<file path="config.mk">
export PLATFORM = sky130hd
export DESIGN_NAME = mdu
export DESIGN_NICKNAME = d
export VERILOG_FILES = /design/src/rtl/mdu_pkg.sv /design/src/rtl/mdu_div_core.sv /design/src/rtl/mdu.sv
export SDC_FILE = /design/constraint.sdc
export NUM_CORES = 2
export LEC_CHECK = 0
export CAP_MARGIN = 10
export CORE_MARGIN = 4
export CORE_UTILIZATION = 40
export DETAILED_ROUTE_END_ITERATION = 8
export GPL_ROUTABILITY_DRIVEN = 0
export GPL_TIMING_DRIVEN = 0
export SETUP_SLACK_MARGIN = 0.5
export SLEW_MARGIN = 20
export SYNTH_ARGS = -nofsm -noshare
export SYNTH_HDL_FRONTEND = slang
export SYNTH_HIERARCHICAL = 1
export SYNTH_SLANG_ARGS = --single-unit
</file>
<file path="constraint.sdc">
create_clock -name clk -period 7.9 [get_ports clk]
set_input_delay 1.58 -clock clk [delete_from_list [all_inputs] [get_ports clk]]
set_output_delay 1.58 -clock clk [all_outputs]
set_load 0.02 [all_outputs]
</file>
<file path="src/rtl/mdu_pkg.sv">
// HI/LO multiply-divide unit: shared encodings, FSM states and cycle counts.
// Latency: MUL_CYCLES for mult/multu, DIV_CYCLES for div/divu, mthi/mtlo in the accepting edge.
// Backpressure: none; the unit exposes isbusy and ignores ops while busy.
package mdu_pkg;

   // EX_MDOp encodings; codes above MD_MTLO decode as no operation.
   localparam logic [2:0] MD_NONE  = 3'd0;
   localparam logic [2:0] MD_MULT  = 3'd1;
   localparam logic [2:0] MD_MULTU = 3'd2;
   localparam logic [2:0] MD_DIV   = 3'd3;
   localparam logic [2:0] MD_DIVU  = 3'd4;
   localparam logic [2:0] MD_MTHI  = 3'd5;
   localparam logic [2:0] MD_MTLO  = 3'd6;

   typedef enum logic [1:0] {
      ST_IDLE = 2'd0,
      ST_MUL  = 2'd1,
      ST_DIV  = 2'd2
   } state_t;

   // Busy-cycle counts: MUL = partial products + sum,
   // DIV = 32 restoring iterations + 1 sign-fix cycle.
   localparam int MUL_CYCLES = 2;
   localparam int DIV_CYCLES = 33;

endpackage

</file>
<file path="src/rtl/mdu_div_core.sv">
// Radix-2 restoring divider on operand magnitudes with a final sign-fix cycle.
// Latency: start edge + DIV_CYCLES busy cycles; done is high during the last one.
// Backpressure: none; abort drops the operation, start is honoured only when the caller is idle.
// Ports: clk, rst_n (sync, active low), start, sgn (signed divide), a (dividend),
//        b (divisor), abort, done, quotient, remainder (valid while done is high).
module div_core
   import mdu_pkg::*;
(
   input  logic        clk,
   input  logic        rst_n,
   input  logic        start,
   input  logic        sgn,
   input  logic [31:0] a,
   input  logic [31:0] b,
   input  logic        abort,
   output logic        done,
   output logic [31:0] quotient,
   output logic [31:0] remainder
);

   localparam logic [5:0] LAST_STEP = 6'(DIV_CYCLES - 1);

   logic        active;
   logic [5:0]  cnt;
   logic [31:0] quo;       // dividend shifting out at the top, quotient bits shifting in
   logic [31:0] rem;
   logic [31:0] dvs;
   logic        q_neg;
   logic        r_neg;
   logic        dvs_zero;
   logic [32:0] rem_sh;
   logic [32:0] diff;

   assign rem_sh = {rem, quo[31]};
   assign diff   = rem_sh - {1'b0, dvs};   // bit 32 set means the trial subtract borrowed
   assign done   = active && (cnt == LAST_STEP);

   // Sign-fix happens combinationally in the final cycle. A zero divisor leaves
   // the magnitude loop producing all-ones and rem = |a|; re-signing rem gives
   // back the original dividend, so only the quotient needs overriding.
   assign quotient  = dvs_zero ? 32'hFFFF_FFFF : (q_neg ? -quo : quo);
   assign remainder = r_neg ? -rem : rem;

   always_ff @(posedge clk) begin
      if (!rst_n) begin
         active   <= 1'b0;
         cnt      <= '0;
         quo      <= '0;
         rem      <= '0;
         dvs      <= '0;
         q_neg    <= 1'b0;
         r_neg    <= 1'b0;
         dvs_zero <= 1'b0;
      end else if (start) begin
         active   <= 1'b1;
         cnt      <= '0;
         quo      <= (sgn && a[31]) ? -a : a;
         rem      <= '0;
         dvs      <= (sgn && b[31]) ? -b : b;
         q_neg    <= sgn && (a[31] ^ b[31]);
         r_neg    <= sgn && a[31];
         dvs_zero <= (b == 32'h0);
      end else if (abort || done) begin
         active <= 1'b0;
      end else if (active) begin
         cnt <= cnt + 6'd1;
         if (!diff[32]) begin
            rem <= diff[31:0];
            quo <= {quo[30:0], 1'b1};
         end else begin
            rem <= rem_sh[31:0];
            quo <= {quo[30:0], 1'b0};
         end
      end
   end

endmodule

</file>
<file path="src/rtl/mdu.sv">
// HI/LO multiply-divide unit for the EX stage: FSM, 2-cycle multiplier, HI/LO registers.
// Latency: mthi/mtlo at the accepting edge; mult 2 busy cycles; div 33 busy cycles.
// Backpressure: isbusy (registered) stalls the pipe; ops arriving while busy, stalled or flushed are dropped.
// Ports: clk, rst_n (sync, active low), EX_MDOp/EX_A/EX_B (op and bypassed operands),
//        EX_stall (EX frozen), MEM1_flush (abort), isbusy, HI, LO (architectural registers).
module mdu
   import mdu_pkg::*;
(
   input  logic        clk,
   input  logic        rst_n,
   input  logic [2:0]  EX_MDOp,
   input  logic [31:0] EX_A,
   input  logic [31:0] EX_B,
   input  logic        EX_stall,
   input  logic        MEM1_flush,
   output logic        isbusy,
   output logic [31:0] HI,
   output logic [31:0] LO
);

   localparam logic MUL_LAST = 1'(MUL_CYCLES - 1);

   state_t      state;
   state_t      state_nxt;
   logic        accept;
   logic        op_mul;
   logic        op_div;
   logic        mul_cnt;
   logic        mul_last;
   logic [31:0] ma;
   logic [31:0] mb;
   logic        m_sgn;
   logic [31:0] pp_ll, pp_lh, pp_hl, pp_hh;
   logic [31:0] sign_corr;
   logic [63:0] product;
   logic        div_done;
   logic [31:0] div_q;
   logic [31:0] div_r;

   assign accept   = (state == ST_IDLE) && !EX_stall && !MEM1_flush;
   assign op_mul   = accept && (EX_MDOp == MD_MULT || EX_MDOp == MD_MULTU);
   assign op_div   = accept && (EX_MDOp == MD_DIV  || EX_MDOp == MD_DIVU);
   assign mul_last = (mul_cnt == MUL_LAST);

   // Unsigned 64-bit product from the four partials; for two's-complement operands
   // a set sign bit contributes -2^32 * other operand, subtracted in the upper word.
   assign sign_corr = ((m_sgn && ma[31]) ? mb : 32'h0) + ((m_sgn && mb[31]) ? ma : 32'h0);
   assign product   = {pp_hh, 32'h0}
                    + {16'h0, pp_lh, 16'h0}
                    + {16'h0, pp_hl, 16'h0}
                    + {32'h0, pp_ll}
                    - {sign_corr, 32'h0};

   div_core u_div (
      .clk       (clk),
      .rst_n     (rst_n),
      .start     (op_div),
      .sgn       (EX_MDOp == MD_DIV),
      .a         (EX_A),
      .b         (EX_B),
      .abort     (MEM1_flush && (state == ST_DIV)),
      .done      (div_done),
      .quotient  (div_q),
      .remainder (div_r)
   );

   always_comb begin
      state_nxt = state;
      case (state)
         ST_IDLE: begin
            if (op_mul)      state_nxt = ST_MUL;
            else if (op_div) state_nxt = ST_DIV;
         end
         ST_MUL:  if (MEM1_flush || mul_last) state_nxt = ST_IDLE;
         ST_DIV:  if (MEM1_flush || div_done) state_nxt = ST_IDLE;
         default: state_nxt = ST_IDLE;
      endcase
   end

   always_ff @(posedge clk) begin
      if (!rst_n) begin
         state   <= ST_IDLE;
         isbusy  <= 1'b0;
         HI      <= '0;
         LO      <= '0;
         mul_cnt <= 1'b0;
         ma      <= '0;
         mb      <= '0;
         m_sgn   <= 1'b0;
         pp_ll   <= '0;
         pp_lh   <= '0;
         pp_hl   <= '0;
         pp_hh   <= '0;
      end else begin
         state  <= state_nxt;
         isbusy <= (state_nxt != ST_IDLE);

         if (op_mul) begin
            ma    <= EX_A;
            mb    <= EX_B;
            m_sgn <= (EX_MDOp == MD_MULT);
         end

         if (state == ST_MUL && !MEM1_flush && !mul_last) mul_cnt <= mul_cnt + 1'b1;
         else                                             mul_cnt <= 1'b0;

         if (state == ST_MUL && mul_cnt == 1'b0) begin
            pp_ll <= {16'h0, ma[15:0]}  * {16'h0, mb[15:0]};
            pp_lh <= {16'h0, ma[15:0]}  * {16'h0, mb[31:16]};
            pp_hl <= {16'h0, ma[31:16]} * {16'h0, mb[15:0]};
            pp_hh <= {16'h0, ma[31:16]} * {16'h0, mb[31:16]};
         end

         if (accept && EX_MDOp == MD_MTHI) HI <= EX_A;
         if (accept && EX_MDOp == MD_MTLO) LO <= EX_A;

         // A flush in the completing cycle wins: HI/LO keep their old values.
         if (state == ST_MUL && mul_last && !MEM1_flush) begin
            HI <= product[63:32];
            LO <= product[31:0];
         end
         if (state == ST_DIV && div_done && !MEM1_flush) begin
            HI <= div_r;
            LO <= div_q;
         end
      end
   end

endmodule
</file>
* Yosys cells after proc, flatten, opt, wreduce, memory -nomap -nowiden
Index checks and enable logic that the tools add are counted. Widths: inputs -> output; s select.
Cells by class: $mul 4, reductions and logical operators 39, eq/ne operators 10, muxes and demuxes 25, add/sub/neg operators 12, bitwise gates (word level) 4
Operator list (count):
- $mux 32 | 17
- $add 64x48->64 | 2
- $mul 16x16->32 | 4
- $neg 32->32 | 4
- $add 64x32->64 | 1
- $sub 64x64->64 | 1
- $sub 33x32->33 | 1
- $add 32x32->32 | 1
- $logic_not 32->1 | 1
- $logic_and 1x1->1 | 20
- $eq 3x3->1 const B | 3
- $mux 2 | 4
- $add 6x1->6 const B | 1
- $eq 3x2->1 const B | 2
- $eq 6x6->1 const B | 1
- $pmux 2 s3 | 1
- $reduce_and 2->1 | 3
- $reduce_bool 2->1 | 3
- $reduce_bool 3->1 | 2
- $logic_or 1x1->1 | 5
- $eq 3x1->1 const B | 1
- $logic_not 1->1 | 3
- $mux 1 | 3
- $not 1->1 | 3
- 7 further kinds | 7
Word-level totals: bits in registers 367, word-level logic and storage cells 114, bits of input ports 71

* Longest topological paths before layout
word-level depth 8, mapped depth 29

* Cells and area by module
The synthesis kept the hierarchy.
By module, submodules not included:
- mdu | cells an instance 6263, instances 1, seq. area each 5225.0 µm², area each 51216.6 µm²
- div_core | cells an instance 1203, instances 1, seq. area each 2122.0 µm², area each 8770.9 µm²

* Least setup slack after synthesis
Ideal clock, no wire load.
path type register -> register, start register ma[13], end register pp_ll[31], clock period less this slack 6.322 ns, path buffers 2, arrival 6.206 ns, cell stages (with the launch flop) 25, setup time 0.116 ns, slack 1.578 ns, path through dfxtp_1 -> clkbuf_1 -> clkbuf_1 -> nand2_1 -> fa_1 -> inv_1 -> fa_1 -> inv_1 -> fa_1 -> inv_1 -> fa_1 -> inv_1 -> fa_1 -> inv_1 -> fa_1 -> ha_1 -> and2_1 -> a22oi_1 -> o21ai_1 -> a31oi_1 -> a21oi_1 -> a311oi_2 -> o21bai_1 -> or4_1 -> and4_1
On the way: word-level cells in the longest chain between the ends 1
RTL lines:
- start: declaration | RTL line mdu.sv:30 | logic [31:0] ma;
- start signal: assignment | RTL line mdu.sv:87 | ma <= '0;
- start signal: assignment | RTL line mdu.sv:99 | ma <= EX_A;
- $mul 16x16->32 | RTL line mdu.sv:108 | pp_ll <= {16'h0, ma[15:0]} * {16'h0, mb[15:0]};
- end signal: assignment | RTL line mdu.sv:108
- end: declaration | RTL line mdu.sv:33 | logic [31:0] pp_ll, pp_lh, pp_hl, pp_hh;
No other way between the ends. A chain may end at the register's enable or synchronous reset.

* Final worst setup path
start register mb[23], end register pp_lh[31]
On the way: word-level cells in the longest chain between the ends 1
RTL lines:
- start: declaration | RTL line mdu.sv:31 | logic [31:0] mb;
- start signal: assignment | RTL line mdu.sv:88 | mb <= '0;
- start signal: assignment | RTL line mdu.sv:100 | mb <= EX_B;
- $mul 16x16->32 | RTL line mdu.sv:109 | pp_lh <= {16'h0, ma[15:0]} * {16'h0, mb[31:16]};
- end signal: assignment | RTL line mdu.sv:109
- end: declaration | RTL line mdu.sv:33
No other way between the ends.

==> impl_metrics.json <==
{
  "status": "finished, violations left",
  "violations": "DRC",
  "layout_setup_ws_ns": 0.5855,
  "grt_pass1_vias": 54130,
  "syn-instance-count": 7466,
  "rsz0062_at_grt": "yes",
  "hpwl_mm": 191.3,
  "wl_per_cell_um": 24.10,
  "p_clk_frac": 0.402,
  "die_w_um": 395.3,
  "die_h_um": 395.3,
  "setup_viol": 0,
  "place_inst": 9603,
  "fp.dieArea_um2": 156200,
  "final_cell_mix": "nand2_1 (1274), inv_1 (1193), fa_1 (826)",
  "gr-usage-all-layers": 0.2931,
  "yosysWarningCount": 6,
  "drc": 3,
  "vias_per_cell": 5.623,
  "dr.pass1.iters": 9,
  "worstPathRequired_ns": 8.43,
  "clock_sinks": 367,
  "synth_top_area_share": 0.2757,
  "grt_max_degree": 15,
  "grt_pass1_wl_mm": 346.3,
  "final_core_utilization": 0.4445,
  "swShare": 0.3325,
  "core_um2": 148400,
  "finalCriticalPeriod_ns": 7.314,
  "arrival_ns": 7.85,
  "htree_levels": 2,
  "period_share": 0.9259,
  "place_ws_ns": -0.5625,
  "slew_headroom": 0.1733,
  "finalMaxSlewViolations": 0,
  "drive_gt1_frac": 0.04389,
  "hold_violations": 0,
  "syn_nets": 8972,
  "powerDensity_nw_per_um2": 85.39,
  "holdCritPathClass": "reg2reg",
  "final_common_cell": "nand2_1",
  "power.switching_w": 0.001872,
  "power_leakage_nw": 30.58,
  "rows": 141,
  "cts.path.max_buffers": 3,
  "fin_skew_ns": 0.02716,
  "synth-edff-count": 0,
  "ctsHoldBuffers": 0,
  "clock-root-buffer": "clkbuf_16",
  "ios": 136,
  "cp-start-kind": "register",
  "internal_power_w": 0.003759,
  "portBuffers": 135,
  "antenna_left": 0,
  "start_util": 0.4043,
  "drtIter0Drc": 5352,
  "clkLatencyLatePin_ns": 0.60,
  "vias": 54530,
  "fmax_mhz": 136.7,
  "syn_to_final_growth_pct": 9.945,
  "drt_wl_total_mm": 233.7,
  "avgSynthCellArea_um2": 8.035,
  "cp-end-kind": "register",
  "layout.nets": 9152,
  "synth_cell_type_count": 89,
  "vdd_drop_max_mv": 0.1168,
  "ys_ff_latch": 367,
  "synth_flop_cell": "dfxtp_1",
  "cts_made_buffers": 41,
  "synth.largest_area_cell": "fa_1",
  "worst_pin_slew_ns": 1.240,
  "grt_overflow": 0,
  "cts_tree": "done",
  "cp_max_fo": 10,
  "async_reset_ff_frac": 0,
  "seq_power_share": 0.347,
  "critPathKind": "reg2reg",
  "ys_seq_area_frac": 0.1225,
  "antenna_found_initial": 23,
  "maxCapViolCount": 0,
  "clkSlewWorstSetupHoldPaths_ns": 0.07,
  "fin_cells": 9698,
  "netlist_area_um2": 59990,
  "synth.area.top_cells": "fa_1 (28%), ha_1 (13%), dfxtp_1 (12%), nand2_1 (8.0%), inv_1 (7.5%)",
  "combinationalPowerShare": 0.251,
  "finalSetupTns_ns": 0
}
==> Yosys cell counts (37+ instances only) <==
master,number
a211oi_1,81
a21o_1,104
a21oi_1,510
a31oi_1,54
and2_1,390
and3_1,93
clkbuf_1,393
dfxtp_1,367
fa_1,826
ha_1,609
inv_1,1193
nand2_1,1274
nand2b_1,44
nand3_1,65
nor2_1,266
nor3_1,61
o211ai_1,62
o21ai_0,233
o21bai_1,37
o31ai_1,38
or3_1,44
xnor2_1,185
xor2_1,134
==> final timing paths <==
path / from / end / slack, ns / cells after the start
max reg2reg: mb[23] / pp_lh[31] / 0.59 / 21
min: LO[24] / LO[24] / 0.45 / 2
max: mb[23] / pp_lh[31] / 0.59 / 21
min reg2reg: LO[24] / LO[24] / 0.45 / 2
==> kinds of logic after synthesis <==
family                   after synthesis  synth area share
adder cells (fa/ha/maj)             1435            0.4027
AND/OR/NAND/NOR                     2379            0.1841
XOR/XNOR                             319           0.04658
flip-flops                           367            0.1225
buffers and inverters               1606            0.1006
AO/OA/AOI/OAI                       1327            0.1381
multiplexers                          33          0.005527
==> critical path, stage by stage, from the launching register on <==
cell      delay [ns]
dfxtp_2         0.63
clkbuf_1        0.88
nand2_1         0.20
fa_1            0.55
fa_1            0.52
inv_1           0.05
fa_1            0.52
inv_1           0.05
fa_1            0.51
fa_1            0.45
fa_1            0.52
inv_1           0.05
ha_1            0.37
a211oi_1        0.33
o21ai_0         0.17
and2_1          0.19
o31a_1          0.32
o31a_1          0.29
a21oi_1         0.19
nor2_1          0.07
a211oi_1        0.25
a21o_1          0.12
==> layout make-up <==
| type | instances | area, µm² |
|---|---|---|
| Antenna cell | 18 | 45.04 |
| Buffer | 411 | 1837 |
| Clock buffer | 56 | 1215 |
| Clock inverter | 19 | 344.1 |
| Fill cell | 14850 | 82420 |
| Inverter | 1195 | 4486 |
| Multi-Input combinational cell | 5493 | 46750 |
| Sequential cell | 367 | 7407 |
| Tap cell | 2002 | 2505 |
| Timing Repair Buffer | 137 | 1366 |
==> power by group through the flow <==
stage	Clock, W	Sequential, W	Combinational, W
2_1_floorplan	0	0.00196	0.000878
3_3_place_gp	0	0.00199	0.00135
3_5_place_dp	0	0.00199	0.00136
4_1_cts	0.00227	0.00195	0.00137
5_1_grt	0.00234	0.00195	0.00150
6_report	0.00226	0.00195	0.00142
==> per-layer routing <==
| metal | wire length [µm] | share of wire | global-route usage | vias to the layer above |
|---|---|---|---|---|
| met5 | 35 | 0.00015 | 0 | - |
| met4 | 15550 | 0.067 | 0.1600 | 6 |
| met3 | 25090 | 0.11 | 0.07147 | 675 |
| met2 | 100800 | 0.43 | 0.4563 | 2955 |
| met1 | 92220 | 0.39 | 0.3745 | 26530 |
| li1 | - | - | - | 24370 |
==> repair_timing <==
| action | CTS | global route |
|---|---|---|
| endpoints found under the setup margin | 65 | 35 |
| gates resized for setup | 156 | 176 |
| pin swaps | 0 | 3 |
| buffers inserted | 0 | 2 |
==> metrics by stage <==
stage	hold WS (ns)	total power [W]	cell area, µm²
2_1_floorplan	0.4250	0.002839	59990
3_3_place_gp	0.4373	0.003339	63840
3_5_place_dp	0.4443	0.003350	63860
4_1_cts	0.4516	0.005596	65650
5_1_grt	0.4708	0.005790	65910
6_report	0.4503	0.005632	65950
No activity file was read; power rests on OpenSTA's default activity.
